===== config.mk =====
export PLATFORM = sky130hd
export DESIGN_NAME = uart_baud_gen
export DESIGN_NICKNAME = d
export VERILOG_FILES = /design/src/rtl/uart_baud_gen.sv
export SDC_FILE = /design/constraint.sdc
export NUM_CORES = 1
export LEC_CHECK = 0
export CORE_ASPECT_RATIO = 1.5
export CORE_MARGIN = 3
export CORE_UTILIZATION = 60
export DETAILED_ROUTE_END_ITERATION = 7
export GPL_TIMING_DRIVEN = 0
export PLACE_DENSITY = 0.81
export SLEW_MARGIN = 20
export SYNTH_ARGS = -nofsm -noshare
export SYNTH_HDL_FRONTEND = slang
export SYNTH_SLANG_ARGS = --single-unit

===== constraint.sdc =====
create_clock -name clk -period 10.05 [get_ports clk]
set_input_delay 1.5075 -clock clk [delete_from_list [all_inputs] [get_ports clk]]
set_output_delay 1.5075 -clock clk [all_outputs]
set_load 0.05 [all_outputs]

===== src/rtl/uart_baud_gen.sv =====
`default_nettype none
// ============================================================================
// Module   : uart_baud_gen
// Brief    : Two-channel UART baud timing generator. TX ticks mark the end of
//            each bit, RX ticks mark the bit centre. Each channel counts bits
//            per frame and flags frame completion. The bit divisor can be
//            reloaded at runtime while both channels are idle.
// Revision : 1.0 - initial release
// ============================================================================
module uart_baud_gen #(
  parameter int CLK_HZ     = 50_000_000,
  parameter int BAUD       = 9600,
  parameter int FRAME_BITS = 10,
  parameter int DIV_W      = 16
) (
  input  logic             clk,
  input  logic             rst_n,
  input  logic             en,
  input  logic             tx_run,
  input  logic             rx_run,
  input  logic             rx_resync,
  input  logic [DIV_W-1:0] div_in,
  input  logic             div_load,
  output logic             tx_tick,
  output logic             rx_tick,
  output logic             tx_done,
  output logic             rx_done,
  output logic             tx_busy,
  output logic             rx_busy,
  output logic             div_err
);

  localparam logic [DIV_W-1:0]   c_BIT_DIV  = DIV_W'(CLK_HZ / BAUD);
  localparam int                 c_IDX_W    = $clog2(FRAME_BITS + 1);
  localparam logic [c_IDX_W-1:0] c_LAST_IDX = c_IDX_W'(FRAME_BITS - 1);

  typedef enum logic [1:0] {
    S_IDLE = 2'd0,
    S_RUN  = 2'd1,
    S_HOLD = 2'd2
  } state_t;

  logic [DIV_W-1:0]      r_bit_div;
  logic [DIV_W-1:0]      w_half;
  logic [1:0][DIV_W-1:0] w_target;
  logic [1:0]            w_run;
  logic [1:0]            w_resync;
  logic [1:0]            w_idle;
  logic [1:0]            w_tick;
  logic [1:0]            w_done;
  logic [1:0]            w_busy;
  logic                  w_load_ok;
  logic                  r_div_err;

  // The counter is compared before it advances, so a match at value T yields
  // a registered tick T+1 cycles after the channel leaves IDLE (or after a
  // resync). Hence the end-of-bit target is bit_div-1 and the centre is half-1.
  assign w_half      = r_bit_div >> 1;
  assign w_target[0] = r_bit_div - DIV_W'(1);
  assign w_target[1] = w_half - DIV_W'(1);
  assign w_run       = {rx_run, tx_run};
  assign w_resync    = {rx_resync, 1'b0};

  // Divisor changes are only safe when neither channel is mid-bit.
  assign w_load_ok = div_load && (&w_idle) && (div_in >= DIV_W'(2));

  // Divisor register and rejected-load error pulse
  always_ff @(posedge clk or negedge rst_n) begin
    if (!rst_n) begin
      r_bit_div <= c_BIT_DIV;
      r_div_err <= 1'b0;
    end else begin
      if (w_load_ok) begin
        r_bit_div <= div_in;
      end
      r_div_err <= en && div_load && !w_load_ok;
    end
  end

  // Channel 0 is TX (end-of-bit target), channel 1 is RX (mid-bit target)
  for (genvar gi = 0; gi < 2; gi++) begin : g_ch
    state_t             r_state;
    state_t             w_state_nxt;
    logic [DIV_W-1:0]   r_cnt;
    logic [DIV_W-1:0]   w_cnt_nxt;
    logic [c_IDX_W-1:0] r_idx;
    logic [c_IDX_W-1:0] w_idx_nxt;
    logic               r_tick;
    logic               r_done;
    logic               r_busy;
    logic               w_tick_nxt;
    logic               w_done_nxt;

    // Next-state, counter, bit index and pulse decode
    always_comb begin
      w_state_nxt = r_state;
      w_cnt_nxt   = r_cnt;
      w_idx_nxt   = r_idx;
      w_tick_nxt  = 1'b0;
      w_done_nxt  = 1'b0;
      if (!en) begin
        w_state_nxt = S_IDLE;
        w_cnt_nxt   = '0;
        w_idx_nxt   = '0;
      end else begin
        case (r_state)
          S_IDLE: begin
            w_cnt_nxt = '0;
            w_idx_nxt = '0;
            if (w_run[gi]) begin
              w_state_nxt = S_RUN;
            end
          end
          S_RUN: begin
            if (!w_run[gi]) begin
              // Abort: drop the frame without a done pulse
              w_state_nxt = S_IDLE;
              w_cnt_nxt   = '0;
              w_idx_nxt   = '0;
            end else if (w_resync[gi]) begin
              // Realign phase; resync beats a coincident tick
              w_cnt_nxt = '0;
            end else begin
              if (r_cnt == w_target[0]) begin
                w_cnt_nxt = '0;
              end else begin
                w_cnt_nxt = r_cnt + DIV_W'(1);
              end
              if (r_cnt == w_target[gi]) begin
                w_tick_nxt = 1'b1;
                if (r_idx == c_LAST_IDX) begin
                  w_done_nxt  = 1'b1;
                  w_state_nxt = S_HOLD;
                  w_cnt_nxt   = '0;
                  w_idx_nxt   = '0;
                end else begin
                  w_idx_nxt = r_idx + c_IDX_W'(1);
                end
              end
            end
          end
          S_HOLD: begin
            w_cnt_nxt = '0;
            w_idx_nxt = '0;
            if (!w_run[gi]) begin
              w_state_nxt = S_IDLE;
            end
          end
          default: begin
            w_state_nxt = S_IDLE;
            w_cnt_nxt   = '0;
            w_idx_nxt   = '0;
          end
        endcase
      end
    end

    // Channel state and registered outputs
    always_ff @(posedge clk or negedge rst_n) begin
      if (!rst_n) begin
        r_state <= S_IDLE;
        r_cnt   <= '0;
        r_idx   <= '0;
        r_tick  <= 1'b0;
        r_done  <= 1'b0;
        r_busy  <= 1'b0;
      end else begin
        r_state <= w_state_nxt;
        r_cnt   <= w_cnt_nxt;
        r_idx   <= w_idx_nxt;
        r_tick  <= w_tick_nxt;
        r_done  <= w_done_nxt;
        r_busy  <= en && (r_state == S_RUN);
      end
    end

    assign w_idle[gi] = (r_state == S_IDLE);
    assign w_tick[gi] = r_tick;
    assign w_done[gi] = r_done;
    assign w_busy[gi] = r_busy;
  end

  assign tx_tick = w_tick[0];
  assign rx_tick = w_tick[1];
  assign tx_done = w_done[0];
  assign rx_done = w_done[1];
  assign tx_busy = w_busy[0];
  assign rx_busy = w_busy[1];
  assign div_err = r_div_err;

endmodule
`default_nettype wire

; Word-level counts from Yosys, hierarchy flattened
; Index checks and enable logic that the tools add are counted.
[op_classes]
addsub = 6
magnitude_cmp = 1
n_eq_ne = 18
muxes = 59
n_reduce_logical = 13
[ops]
columns = operator, n
row1 = $mux 16, 13
row2 = $eq 16x16->1, 3
row3 = $mux 4, 11
row4 = $add 16x1->16 const B, 2
row5 = $mux 2, 13
row6 = $mux 1, 20
row7 = $ne 4x4->1 const B, 5
row8 = $ge 16x2->1 const B, 1
row9 = $sub 15x1->16 const B, 1
row10 = $sub 16x1->16 const B, 1
row11 = $ne 3x3->1 const B, 4
row12 = $pmux 2 s3, 2
row13 = $add 4x1->4 const B, 2
row14 = $eq 4x4->1 const B, 2
row15 = $logic_and 1x1->1, 6
row16 = $reduce_and 5->1, 1
row17 = $eq 2x1->1 const B, 2
row18 = $eq 2x2->1 const B, 2
row19 = $logic_not 2->1, 2
row20 = $reduce_and 2->1, 2
row21 = $reduce_and 4->1, 1
row22 = $logic_not 1->1, 1
[word_totals]
ff_bits = 67
out_inout_bits = 7
wordCells = 111

; Logic depth before layout (Yosys ltp)
; Gate-level depths: netlist of run 1.
[logic_depth]
word_depth = 9
depth_mapped = 13
depth_no_buf = 9

; Worst setup path after synthesis of run 1
; No wires, ideal clock.
[synth_path]
kind = register to register
startpoint = register r_bit_div[0]
endpoint = register g_ch[1].r_cnt[10]
arrival_ns = 3.189
setup_slack_ns = 6.725
path_stages_with_launch = 13
path_buffers = 3
path_cell_list = dfrtp_1 buf_2 inv_1 ha_1 or3b_2 clkbuf_1 nor3_1 nand2_1 xnor2_1 or4_1 nor4_2 clkbuf_1 nor4_1
[synth_via]
elab_chain_cells = 9
[synth_rtl]
columns = item, line_no
row1 = from (decl), 43  ; logic [DIV_W-1:0] r_bit_div;
row2 = from (signal assigned), 70  ; r_bit_div <= c_BIT_DIV;
row3 = from (signal assigned), 74  ; r_bit_div <= div_in;
row4 = $sub 16x1->16 *, 59  ; assign w_target[0] = r_bit_div - DIV_W'(1);
row5 = $eq 16x16->1 *, 124  ; if (r_cnt == w_target[0]) begin
row6 = $mux 16 *, 124
row7 = $mux 16, 131  ; if (r_idx == c_LAST_IDX) begin
row8 = $mux 16 *, 129  ; if (r_cnt == w_target[gi]) begin
row9 = $mux 16 *, 120  ; end else if (w_resync[gi]) begin
row10 = $mux 16 *, 115  ; if (!w_run[gi]) begin
row11 = $mux 16 *, 106  ; case (r_state)
row12 = $mux 16 *, 101  ; if (!en) begin
row13 = via g_ch[1].w_cnt_nxt[10], 85  ; logic [DIV_W-1:0] w_cnt_nxt;
row14 = to (signal assigned), 169  ; r_cnt <= w_cnt_nxt;
row15 = to (decl), 84  ; logic [DIV_W-1:0] r_cnt;
; The timed path passes the listed nets; every way through them passes the cells marked *.
; A chain may end at the register's enable or synchronous reset.

; Worst setup path in the final report of run 1
; Ends and elaborated chain as after synthesis.

==> metrics.csv, run 1 <==
metric,value,unit
outcome,"finished, final reports clean",
worst_path_max_delay_cell,sky130_fd_sc_hd__nor4_2,
timing.max_slew.rel_slack,34.4,%
wl_per_cell,17.7,um
grt_first_pass_wirelength,19.1,mm
grt.total_usage,27.3,%
ant_nets,0,
final_net_count,568,
cts_max_path_buffers,2,
hold_path_depth,1,
layout.cells.non_filler,642,
arrival,4.23,ns
cp_cell_sequence,buf_2 -> inv_1 -> ha_1 -> or3b_2 -> clkbuf_1 -> nor3_1 -> nand2_1 -> xnor2_1 -> or4_1 -> nor4_2 -> clkbuf_1 -> nor4_1,
synth_cell_type_count,64,
post_synth_edffs,0,
final.setup.tns,0,ns
critPathLaunchType,flop,
cts_post_setup_buffers_inserted,0,
power-per-cell-area,141,nW/um2
standby_leakage_power,2.09,nW
row_count,38,
ctsRootBufferMaster,sky130_fd_sc_hd__clkbuf_8,
post_drt_via_cell_ratio,6.06,
timing_max_transition_violations_final,0,
setup_viol,0,
avgSynthCellArea,9.41,um2
boundaryPins,30,
crit_cells,12,
irDropWorstVdd,0.143,mV
die_area,8900,um2
place_congestion,0.893,
period_needed,4.01,ns
post-route-period-util,39.9,%
place.detailed.instances,626,
worstSetupEndpointType,flop,
numCtsBuffers,9,
grt_start_max_net_pins,37,
cp_max_fo,10,
timing.setup.critical_path_class,flop to flop,
dieWidth,78.0,um
numPortBuffers,29,
syn_area,4670,um2
synthesis.nets,527,
initial_utilization,62.9,%
worst_pin_slew,0.969,ns
drt_wl_total,11.4,mm
yosys_most_used_dff,sky130_fd_sc_hd__dfrtp_1,
drtPass1Iterations,5,
max_freq,249,MHz
timing.critical_path.max_delay_family,simple AND/OR/NAND/NOR gates,
ctsHoldBuffers,0,
ys_seq_area_share,36.0,%
vias,3892,
synth.yosys.warnings,0,
hold_class,flop to flop,
ctsResizeCount,0,
cts_tree,built,
synth-async-reset-ratio,100,%
path_common_cell,sky130_fd_sc_hd__clkbuf_1,
finalHoldViolCount,0,
antenna-diode-count,0,
via_count_of_the_first_global_routing_pass,4073,
die_height,114,um
synth_cells,496,
cp_slowest_stage_delay,0.65,ns
source_to_sink_clock_delay_at_the_later_pin_of_the_worst_skew_pair,0.36,ns
worst_endpoint_required_time,10.27,ns
clock_tree.htree_level_count,3,
drive_above_1_share,11.8,%
cts.clk_slew.worst_paths,0.07,ns
finalClockSkew,0.0118,ns
register_bit_count_reported_by_yosys,67,
detailedRoute.firstIterationViolations,219,
cts_sinks,67,
grt_setup_unrepaired,no,
design.core.area,7420,um2
detail_route.drc_violations,0,
globalRoute.totalOverflow,0,
max_cap_violations,0,
totalPowerFinal,0.755,mW
area_growth_from_synthesis_to_layout,14.4,%
worstRegToRegCells,12,
number_of_buffer_and_inverter_stages_on_the_critical_path,4,
initial_antenna_violation_count,0,
place.detailed.hpwl,8.66,mm
-- Yosys cell counts, types with 5 or more instances --
cell                       instances  area [um2]
sky130_fd_sc_hd__dfrtp_1          62        1550
sky130_fd_sc_hd__o211ai_1          5        37.5
sky130_fd_sc_hd__mux2i_1           7        70.1
sky130_fd_sc_hd__and2_1            5        31.3
sky130_fd_sc_hd__xnor3_1           6         135
sky130_fd_sc_hd__or4_1             5        37.5
sky130_fd_sc_hd__clkbuf_1         17        63.8
sky130_fd_sc_hd__nor2_1           49         184
sky130_fd_sc_hd__nand4b_1          5        43.8
sky130_fd_sc_hd__xnor2_1          38         333
sky130_fd_sc_hd__or3_1             7        43.8
sky130_fd_sc_hd__a21oi_1           8        40.0
sky130_fd_sc_hd__nor4_1           24         150
sky130_fd_sc_hd__nand4_1          10        62.6
sky130_fd_sc_hd__nand2_1          32         120
sky130_fd_sc_hd__mux2_2           15         169
sky130_fd_sc_hd__and3_1           12        75.1
sky130_fd_sc_hd__dfstp_2           5         131
sky130_fd_sc_hd__xor2_1           40         350
sky130_fd_sc_hd__nor2b_1           7        43.8
sky130_fd_sc_hd__nor3_1           15        75.1
sky130_fd_sc_hd__buf_2             7        35.0
sky130_fd_sc_hd__inv_1             9        33.8
sky130_fd_sc_hd__ha_1              8         100
sky130_fd_sc_hd__nand3_1          24         120
-- sequential cells by signal (all words and copies together), names as in the netlist --
register,cells
div_err,1
tx_done,1
rx_busy,1
tx_busy,1
r_bit_div,16
rx_done,1
g_ch.r_cnt,32
rx_tick,1
g_ch.r_idx,8
g_ch.r_state,4
tx_tick,1
-- cells by family (layout without fill, tap and decap cells) --
kind of cell,count (synthesis),count (layout),share of synthesized area [%]
compound gates,45,45,7.16
xor+xnor,84,84,17.5
fa+ha+maj,9,9,2.36
buf+inv,42,88,4.21
flops,67,67,36.0
mux,22,22,5.12
simple gates,227,227,27.6
-- per-stage QoR --
step | utilization, % | instance area [um2] | worst slack (ns) | hold slack [ns]
final | 72.0 | 5340 | 6.04 | 0.503
after global routing | 72.0 | 5340 | 5.78 | 0.537
after CTS | 72.0 | 5340 | 6.05 | 0.503
after detailed placement | 68.8 | 5100 | 5.95 | 0.490
after global placement | 68.5 | 5080 | 5.26 | 0.474
after floorplan | - | 4670 | 6.73 | 0.454
-- metal layers --
metal / share of wire, % / vias to the layer above / global-route usage [%]
met1: 39 / 1898 / 30.5
met5: 0 / - / 0
met2: 52 / 93 / 47.0
met4: 6.3 / 0 / 19.6
met3: 3.3 / 40 / 4.03
li1: - / 1861 / -
-- report_power, final --
part	total [mW]	switching (mW)	internal, mW
clock	0.276	0.110	0.166
sequential	0.292	0.00811	0.284
combinational	0.188	0.107	0.0811
-- final cells by class --
type | instances | area (um2)
plain buffers | 33 | 163
inverters | 9 | 33.8
well taps | 100 | 125
flip-flops and latches | 67 | 1680
clock buffers | 10 | 128
repair buffers | 30 | 308
multi-input cells | 387 | 2790
clock inverters | 6 | 113
fillers | 577 | 2080
-- worst paths after layout --
| path | startpoint | endpoint | slack, ns |
|---|---|---|---|
| hold / removal | g_ch[0].r_state[1] | g_ch[0].r_state[0] | 0.50 |
| max in group asynchronous | rst_n | r_bit_div[12] | 8.37 |
| setup reg to reg | r_bit_div[0] | g_ch[1].r_cnt[10] | 6.04 |
| hold reg to reg | g_ch[0].r_state[1] | g_ch[0].r_state[0] | 0.50 |
| min in group asynchronous | rst_n | g_ch[1].r_cnt[14] | 1.08 |
| setup / recovery | r_bit_div[0] | g_ch[1].r_cnt[10] | 6.04 |
-- layout by cell type, fill, tap and decap left out, types with 8 or more instances in the layout --
cell	count
sky130_fd_sc_hd__dfrtp_1	62
sky130_fd_sc_hd__nor2_1	49
sky130_fd_sc_hd__xor2_1	40
sky130_fd_sc_hd__xnor2_1	38
sky130_fd_sc_hd__nand2_1	32
sky130_fd_sc_hd__clkdlybuf4s50_1	28
sky130_fd_sc_hd__nor4_1	24
sky130_fd_sc_hd__nand3_1	24
sky130_fd_sc_hd__clkbuf_1	18
sky130_fd_sc_hd__nor3_1	15
sky130_fd_sc_hd__mux2_2	15
sky130_fd_sc_hd__and3_1	12
sky130_fd_sc_hd__nand4_1	10
sky130_fd_sc_hd__inv_1	9
sky130_fd_sc_hd__clkbuf_8	9
sky130_fd_sc_hd__a21oi_1	8
sky130_fd_sc_hd__ha_1	8
-- worst reg2reg max path, stage by stage, from the launching register on --
cell and delay [ns]:
sky130_fd_sc_hd__dfrtp_1 0.36, sky130_fd_sc_hd__buf_2 0.17, sky130_fd_sc_hd__inv_1 0.07, sky130_fd_sc_hd__ha_1 0.21, sky130_fd_sc_hd__or3b_2 0.45, sky130_fd_sc_hd__clkbuf_1 0.18, sky130_fd_sc_hd__nor3_1 0.41, sky130_fd_sc_hd__nand2_1 0.13
sky130_fd_sc_hd__xnor2_1 0.17, sky130_fd_sc_hd__or4_1 0.55, sky130_fd_sc_hd__nor4_2 0.65, sky130_fd_sc_hd__clkbuf_1 0.42, sky130_fd_sc_hd__nor4_1 0.10
Power figures use the tool's default switching activity.
==> run 2: changes to the inputs <==
- clock period: 10.05 -> 4 ns (I/O delays scaled with it)
==> run 2 against run 1 <==
  * Cell area up 0.33%
  * Flip-flop and latch count unchanged
  * Combinational power rose to 2.5 times the previous value
  * Sequential share of layout area down 0.10 points
  * Fmax up 2.8%
  * Global-route usage about the same
  * Register-to-register slack worse by 5.9 ns
  * Clock power rose to 2.5 times the previous value
  * Critical path type unchanged
==> metrics.csv, run 2 (synthesized netlist as in run 1, its figures left out) <==
metric,value,unit,change
outcome,"finished, final reports clean",,
final.setup.tns,0,ns,unchanged
grt_first_pass_wirelength,19.2,mm,+0.15%
number_of_buffer_and_inverter_stages_on_the_critical_path,2,,-2
boundaryPins,30,,unchanged
globalRoute.totalOverflow,0,,unchanged
layout_common_cells,"sky130_fd_sc_hd__dfrtp_1 (62), sky130_fd_sc_hd__nor2_1 (49), sky130_fd_sc_hd__xor2_1 (40), sky130_fd_sc_hd__xnor2_1 (38), sky130_fd_sc_hd__nand2_1 (32)",,
ctsHoldBuffers,0,,unchanged
vias,3876,,-0.41%
standby_leakage_power,2.11,nW,+0.69%
row_count,38,,unchanged
largest_register,g_ch.r_cnt,,
post_drt_via_cell_ratio,6.03,,-0.57%
hold_class,input pin to async pin,,
max_ffs_per_register,32,,unchanged
worst_pin_slew,0.966,ns,-0.00321 ns
worstSetupEndpointType,flop,,
area_growth_from_synthesis_to_layout,14.8,%,
worst_endpoint_required_time,4.22,ns,-6.05 ns
antenna-diode-count,0,,unchanged
source_to_sink_clock_delay_at_the_later_pin_of_the_worst_skew_pair,0.36,ns,about the same
design_area,5360,um2,+0.33%
critPathLaunchType,flop,,
internal-power,1.33,mW,+150%
die_height,114,um,unchanged
initial_utilization,62.9,%,unchanged
grt.total_usage,27.3,%,+0.033 points
clockPowerShare,36.5,%,about the same
via_count_of_the_first_global_routing_pass,4079,,+0.15%
finalHoldViolCount,0,,unchanged
clock_tree.htree_level_count,3,,unchanged
placed_area,5100,um2,unchanged
cts_tree,built,,
place_congestion,0.893,,unchanged
grt_setup_unrepaired,no,,
timing.max_slew.rel_slack,34.6,%,+0.22 points
max_cap_violations,0,,unchanged
final_net_count,569,,+0.18%
seq_pwr_share,38.5,%,about the same
timing.setup.critical_path_class,flop to flop,,
die_area,8900,um2,unchanged
setup_viol,0,,unchanged
cts_sinks,67,,unchanged
initial_antenna_violation_count,0,,unchanged
cts.clk_slew.worst_paths,0.08,ns,about the same
drive_above_1_share,12.2,%,+0.35 points
timing.critical_path.max_delay_family,simple AND/OR/NAND/NOR gates,,
commonest_non_fill_non_tap_cell_in_the_layout,sky130_fd_sc_hd__dfrtp_1,,
cts_max_path_buffers,2,,unchanged
switching_share,29.9,%,+0.11 points
design.core.area,7420,um2,unchanged
period_needed,3.90,ns,-0.110 ns
dieWidth,78.0,um,unchanged
detailedRoute.firstIterationViolations,185,,-16%
cp_max_fo,10,,unchanged
grt_start_max_net_pins,37,,unchanged
timing_max_transition_violations_final,0,,unchanged
top_regs,"g_ch.r_cnt (32), r_bit_div (16), g_ch.r_idx (8)",,
cp_slowest_stage_delay,0.72,ns,+0.07 ns
arrival,4.12,ns,-0.11 ns
drtPass1Iterations,4,,-1
hold_slack,0.172,ns,-0.331 ns
irDropWorstVdd,0.358,mV,+150%
cp_cell_sequence,buf_2 -> nor3_1 -> nand4_1 -> xnor2_1 -> a2111oi_0 -> or4b_1 -> nor2_1 -> buf_4 -> nor4_1,,
worst_path_max_delay_cell,sky130_fd_sc_hd__nor3_1,,
ctsRootBufferMaster,sky130_fd_sc_hd__clkbuf_8,,
p_sw,0.568,mW,+150%
place.detailed.hpwl,8.66,mm,unchanged
detail_route.drc_violations,0,,unchanged
power-per-cell-area,355,nW/um2,+150%
numPortBuffers,29,,unchanged
max_freq,256,MHz,+2.8%
finalClockSkew,0.0119,ns,+0.000142 ns
wl_per_cell,17.6,um,-0.35%
ant_nets,0,,unchanged
drt_wl_total,11.3,mm,-0.19%
comb_power_share,25.0,%,about the same
post-route-period-util,97.5,%,+58 points
numCtsBuffers,9,,unchanged
[run 2: changes by cell type in the layout (fill, tap and decap cells not counted), sizes merged]
cell / before / now
buf: 18 / 19
[run 2: worst register-to-register path: cells and delay by family, from the launching register on]
kind	cells	cell delay, ns
buffers and inverters	2	0.44
and+or+nand+nor	5	2.01
DFF	1	0.40
AOI/OAI and AO/OA	1	0.70
xor gates and xnor gates	1	0.20
[run 2: final timing paths]
| path | from | endpoint | slack (ns) | cells after the start |
|---|---|---|---|---|
| worst max-delay path | r_bit_div[3] | g_ch[1].r_cnt[10] | 0.1 | 9 |
| worst min-delay path | rst_n | g_ch[1].r_cnt[14] | 0.17 | 1 |
| worst max register to register | r_bit_div[3] | g_ch[1].r_cnt[10] | 0.1 | 9 |
| worst min register to register | g_ch[0].r_state[1] | g_ch[0].r_state[0] | 0.50 | 1 |
| max in group asynchronous | rst_n | r_bit_div[12] | 3.23 | 2 |
| min in group clk | g_ch[0].r_state[1] | g_ch[0].r_state[0] | 0.50 | 1 |
[run 2: final cells by class]
type	instances	area (um2)
multi-input cells	387	2800
inverters	9	33.8
well taps	100	125
flip-flops and latches	67	1680
fillers	575	2060
plain buffers	33	164
repair buffers	31	315
clock buffers	10	128
clock inverters	6	113
[run 2: per-layer routing]
layer	vias to the layer above	global-route usage [%]	share of wire, %
met2	94	46.8	51
met5	-	0	0
met4	0	20.1	6.5
met3	42	4.11	3.1
li1	1863	-	-
met1	1877	30.5	39
[run 2: power by group through the flow]
stage | sequential [mW] | combinational, mW | clock, mW
6_report | 0.733 | 0.475 | 0.693
5_1_grt | 0.736 | 0.514 | 0.723
4_1_cts | 0.732 | 0.472 | 0.698
3_5_place_dp | 0.745 | 0.469 | 0
3_3_place_gp | 0.744 | 0.454 | 0
2_1_floorplan | 0.745 | 0.337 | 0
[run 2: metrics by stage]
stage                     util [%]  total power [mW]  instances  setup WS [ns]
after floorplan                  -              1.08        496          0.675
after global placement        68.5              1.20        625         0.0698
after detailed placement      68.8              1.21        626         0.0307
after CTS                     72.1              1.90        642          0.144
after global routing          72.3              1.97        643         0.0139
final                         72.3              1.90        643         0.0994
[run 2: timing repair]
| action | 4_1_cts | 5_1_grt |
|---|---|---|
| setup buffers | 0 | 1 |
| setup endpoints to repair | 1 | 11 |
| hold endpoints to repair | 0 | 0 |
| pin swaps | 0 | 1 |
| gates resized for setup | 1 | 2 |
==> run 3: changes to the inputs <==
- CTS_CLUSTER_DIAMETER: unset -> 40
- HOLD_SLACK_MARGIN: unset -> 0.08
- PLACE_DENSITY: 0.81 -> unset
- PLACE_DENSITY_LB_ADDON: unset -> 0.12
==> run 3 against run 2 <==
  * Utilization down 0.34 points
  * Worst hold slack worse by 0.0078 ns
  * Flip-flop and latch count stayed put
  * Global-route usage is 0.69 points lower
  * Via count up 0.52%
  * Final cell count fell by 0.16%
  * Worst setup slack better by 0.056 ns
  * Non-clock buffer count fell by 1
  * Clock skew down 0.0056 ns
  * Critical path type unchanged
  * Highest routed layer unchanged
==> metrics.csv, run 3 (synthesized netlist as in run 1, its figures left out) <==
metric,value,unit,change
gr-max-usage-layer,met2,,
standby_leakage_power,2.09,nW,-0.74%
die_area,8900,um2,unchanged
max_freq,260,MHz,+1.5%
grt_first_pass_wirelength,18.4,mm,-4.0%
antenna-diode-count,0,,unchanged
timing.max_slew.rel_slack,31.6,%,-3.0 points
setup_viol,0,,unchanged
timing_max_transition_violations_final,0,,unchanged
irDropWorstVdd,0.275,mV,-23%
place.detailed.instances,626,,unchanged
cp_max_fo,10,,unchanged
critPathLaunch,r_bit_div[3],,
worst_endpoint_required_time,4.22,ns,about the same
drtPass1Iterations,5,,+1
place.detailed.hpwl,8.65,mm,-0.14%
max_cap_violations,0,,unchanged
worstSetupEndpointType,flop,,
clock_tree.htree_level_count,3,,unchanged
arrival,4.07,ns,-0.05 ns
largest_register,g_ch.r_cnt,,
globalRoute.totalOverflow,0,,unchanged
number_of_fill_cells_in_the_layout,622,,+8.2%
cp_slowest_stage_delay,0.75,ns,+0.03 ns
top_regs,"g_ch.r_cnt (32), r_bit_div (16), g_ch.r_idx (8)",,
place_congestion,0.860,,-3.7%
finalHoldViolCount,0,,unchanged
worst_pin_slew,1.01,ns,+0.0444 ns
power-per-cell-area,347,nW/um2,-2.3%
vias,3896,,+0.52%
max_ffs_per_register,32,,unchanged
grtUsageMet1,29.3,%,-1.2 points
hold_class,input pin to async pin,,
cp_cell_sequence,buf_2 -> nor3_1 -> nand4_1 -> xnor2_1 -> a2111oi_0 -> or4b_1 -> nor2_1 -> buf_4 -> nor4_1,,
design.core.area,7420,um2,unchanged
grt_start_max_net_pins,38,,+2.7%
grt.met2_usage,47.4,%,+0.63 points
grt.total_usage,26.6,%,-0.69 points
initial_antenna_violation_count,0,,unchanged
dieWidth,78.0,um,unchanged
worst_path_max_delay_cell,sky130_fd_sc_hd__nor3_1,,
timing.setup.critical_path_class,flop to flop,,
numPortBuffers,29,,unchanged
cts_tree,built,,
outcome,"finished, final reports clean",,
layout_common_cells,"sky130_fd_sc_hd__dfrtp_1 (62), sky130_fd_sc_hd__nor2_1 (49), sky130_fd_sc_hd__xor2_1 (40), sky130_fd_sc_hd__xnor2_1 (38), sky130_fd_sc_hd__nand2_1 (32)",,
ant_nets,0,,unchanged
commonest_non_fill_non_tap_cell_in_the_layout,sky130_fd_sc_hd__dfrtp_1,,
wl_per_cell,17.6,um,-0.14%
ctsRootBufferMaster,sky130_fd_sc_hd__clkbuf_8,,
area_growth_from_synthesis_to_layout,14.3,%,
design_area,5330,um2,-0.47%
critPathLaunchType,flop,,
crit-reg2reg-launch,r_bit_div[3],,
drt_wl_total,11.3,mm,-0.29%
layout.cells.non_filler,642,,-0.16%
detailedRoute.firstIterationViolations,187,,+1.1%
final_net_count,568,,-0.18%
post_drt_via_cell_ratio,6.07,,+0.67%
seqCellArea,1680,um2,unchanged
numCtsBuffers,9,,unchanged
multi_input_logic_area,2800,um2,unchanged
cts_max_path_buffers,2,,unchanged
via_count_of_the_first_global_routing_pass,3926,,-3.8%
boundaryPins,30,,unchanged
placed_area,5100,um2,unchanged
row_count,38,,unchanged
gr_util_met3,4.42,%,+0.32 points
post-route-period-util,96.1,%,-1.4 points
cts.clk_slew.worst_paths,0.08,ns,about the same
cts_sinks,67,,unchanged
period_needed,3.84,ns,-0.0561 ns
source_to_sink_clock_delay_at_the_later_pin_of_the_worst_skew_pair,0.36,ns,about the same
die_height,114,um,unchanged
initial_utilization,62.9,%,unchanged
detail_route.drc_violations,0,,unchanged
drive_above_1_share,12.2,%,+0.022 points
finalClockSkew,0.00626,ns,-0.00563 ns
run 3: final timing paths:
kind                                            to  slack [ns]  cells past startpoint
worst max-delay path             g_ch[1].r_cnt[14]        0.16                      9
worst min-delay path              g_ch[1].r_cnt[9]        0.16                      1
worst max register to register   g_ch[1].r_cnt[14]        0.16                      9
worst min register to register  g_ch[0].r_state[0]        0.50                      1
max in group asynchronous             r_bit_div[4]        3.24                      2
min in group clk                g_ch[0].r_state[0]        0.50                      1
run 3: timing repair:
item / CTS / global route
buffers inserted: 0 / 0
endpoints found under the hold margin: 0 / 0
setup endpoints to repair: 6 / 10
hold buffers: 0 / 0
resized for setup: 1 / 2
run 3: area by class of cell:
| type | count | area share (%) |
|---|---|---|
| Tap cell | 100 | 2.35 |
| Clock inverter | 7 | 1.85 |
| Timing Repair Buffer | 30 | 5.77 |
| Buffer | 33 | 3.07 |
| Multi-Input combinational cell | 387 | 52.5 |
| Clock buffer | 9 | 2.32 |
| Sequential cell | 67 | 31.6 |
| Inverter | 9 | 0.633 |
run 3: critical path: cells and delay by family (launching register included):
family / cells / cell delay [ns]
XOR/XNOR: 1 / 0.19
buffers and inverters: 2 / 0.43
flip-flops: 1 / 0.40
AO/OA/AOI/OAI: 1 / 0.68
AND/OR/NAND/NOR: 5 / 2.00
run 3: metal layers:
metal  part of all wire [%]  vias up
met5                      0        -
met4                    4.8        0
met3                    3.3       31
met2                     52      105
met1                     40     1899
li1                       -     1861
run 3: report_power, final:
part | internal (mW) | switching [mW]
clock network | 0.356 | 0.286
logic | 0.203 | 0.270
registers | 0.712 | 0.0205
total | 1.27 | 0.577
run 3: metrics by stage:
| step | power [mW] | utilization (%) | hold slack [ns] | setup TNS (ns) | setup WS [ns] |
|---|---|---|---|---|---|
| final | 1.85 | 71.9 | 0.164 | 0 | 0.156 |
| after global routing | 1.93 | 71.9 | 0.190 | -0.000348 | -0.000348 |
| after CTS | 1.86 | 71.9 | 0.172 | 0 | 0.140 |
| after detailed placement | 1.21 | 68.8 | 0.480 | 0 | 0.0264 |
| after global placement | 1.20 | 68.5 | 0.473 | 0 | 0.0784 |
| after floorplan | 1.08 | - | 0.304 | 0 | 0.675 |
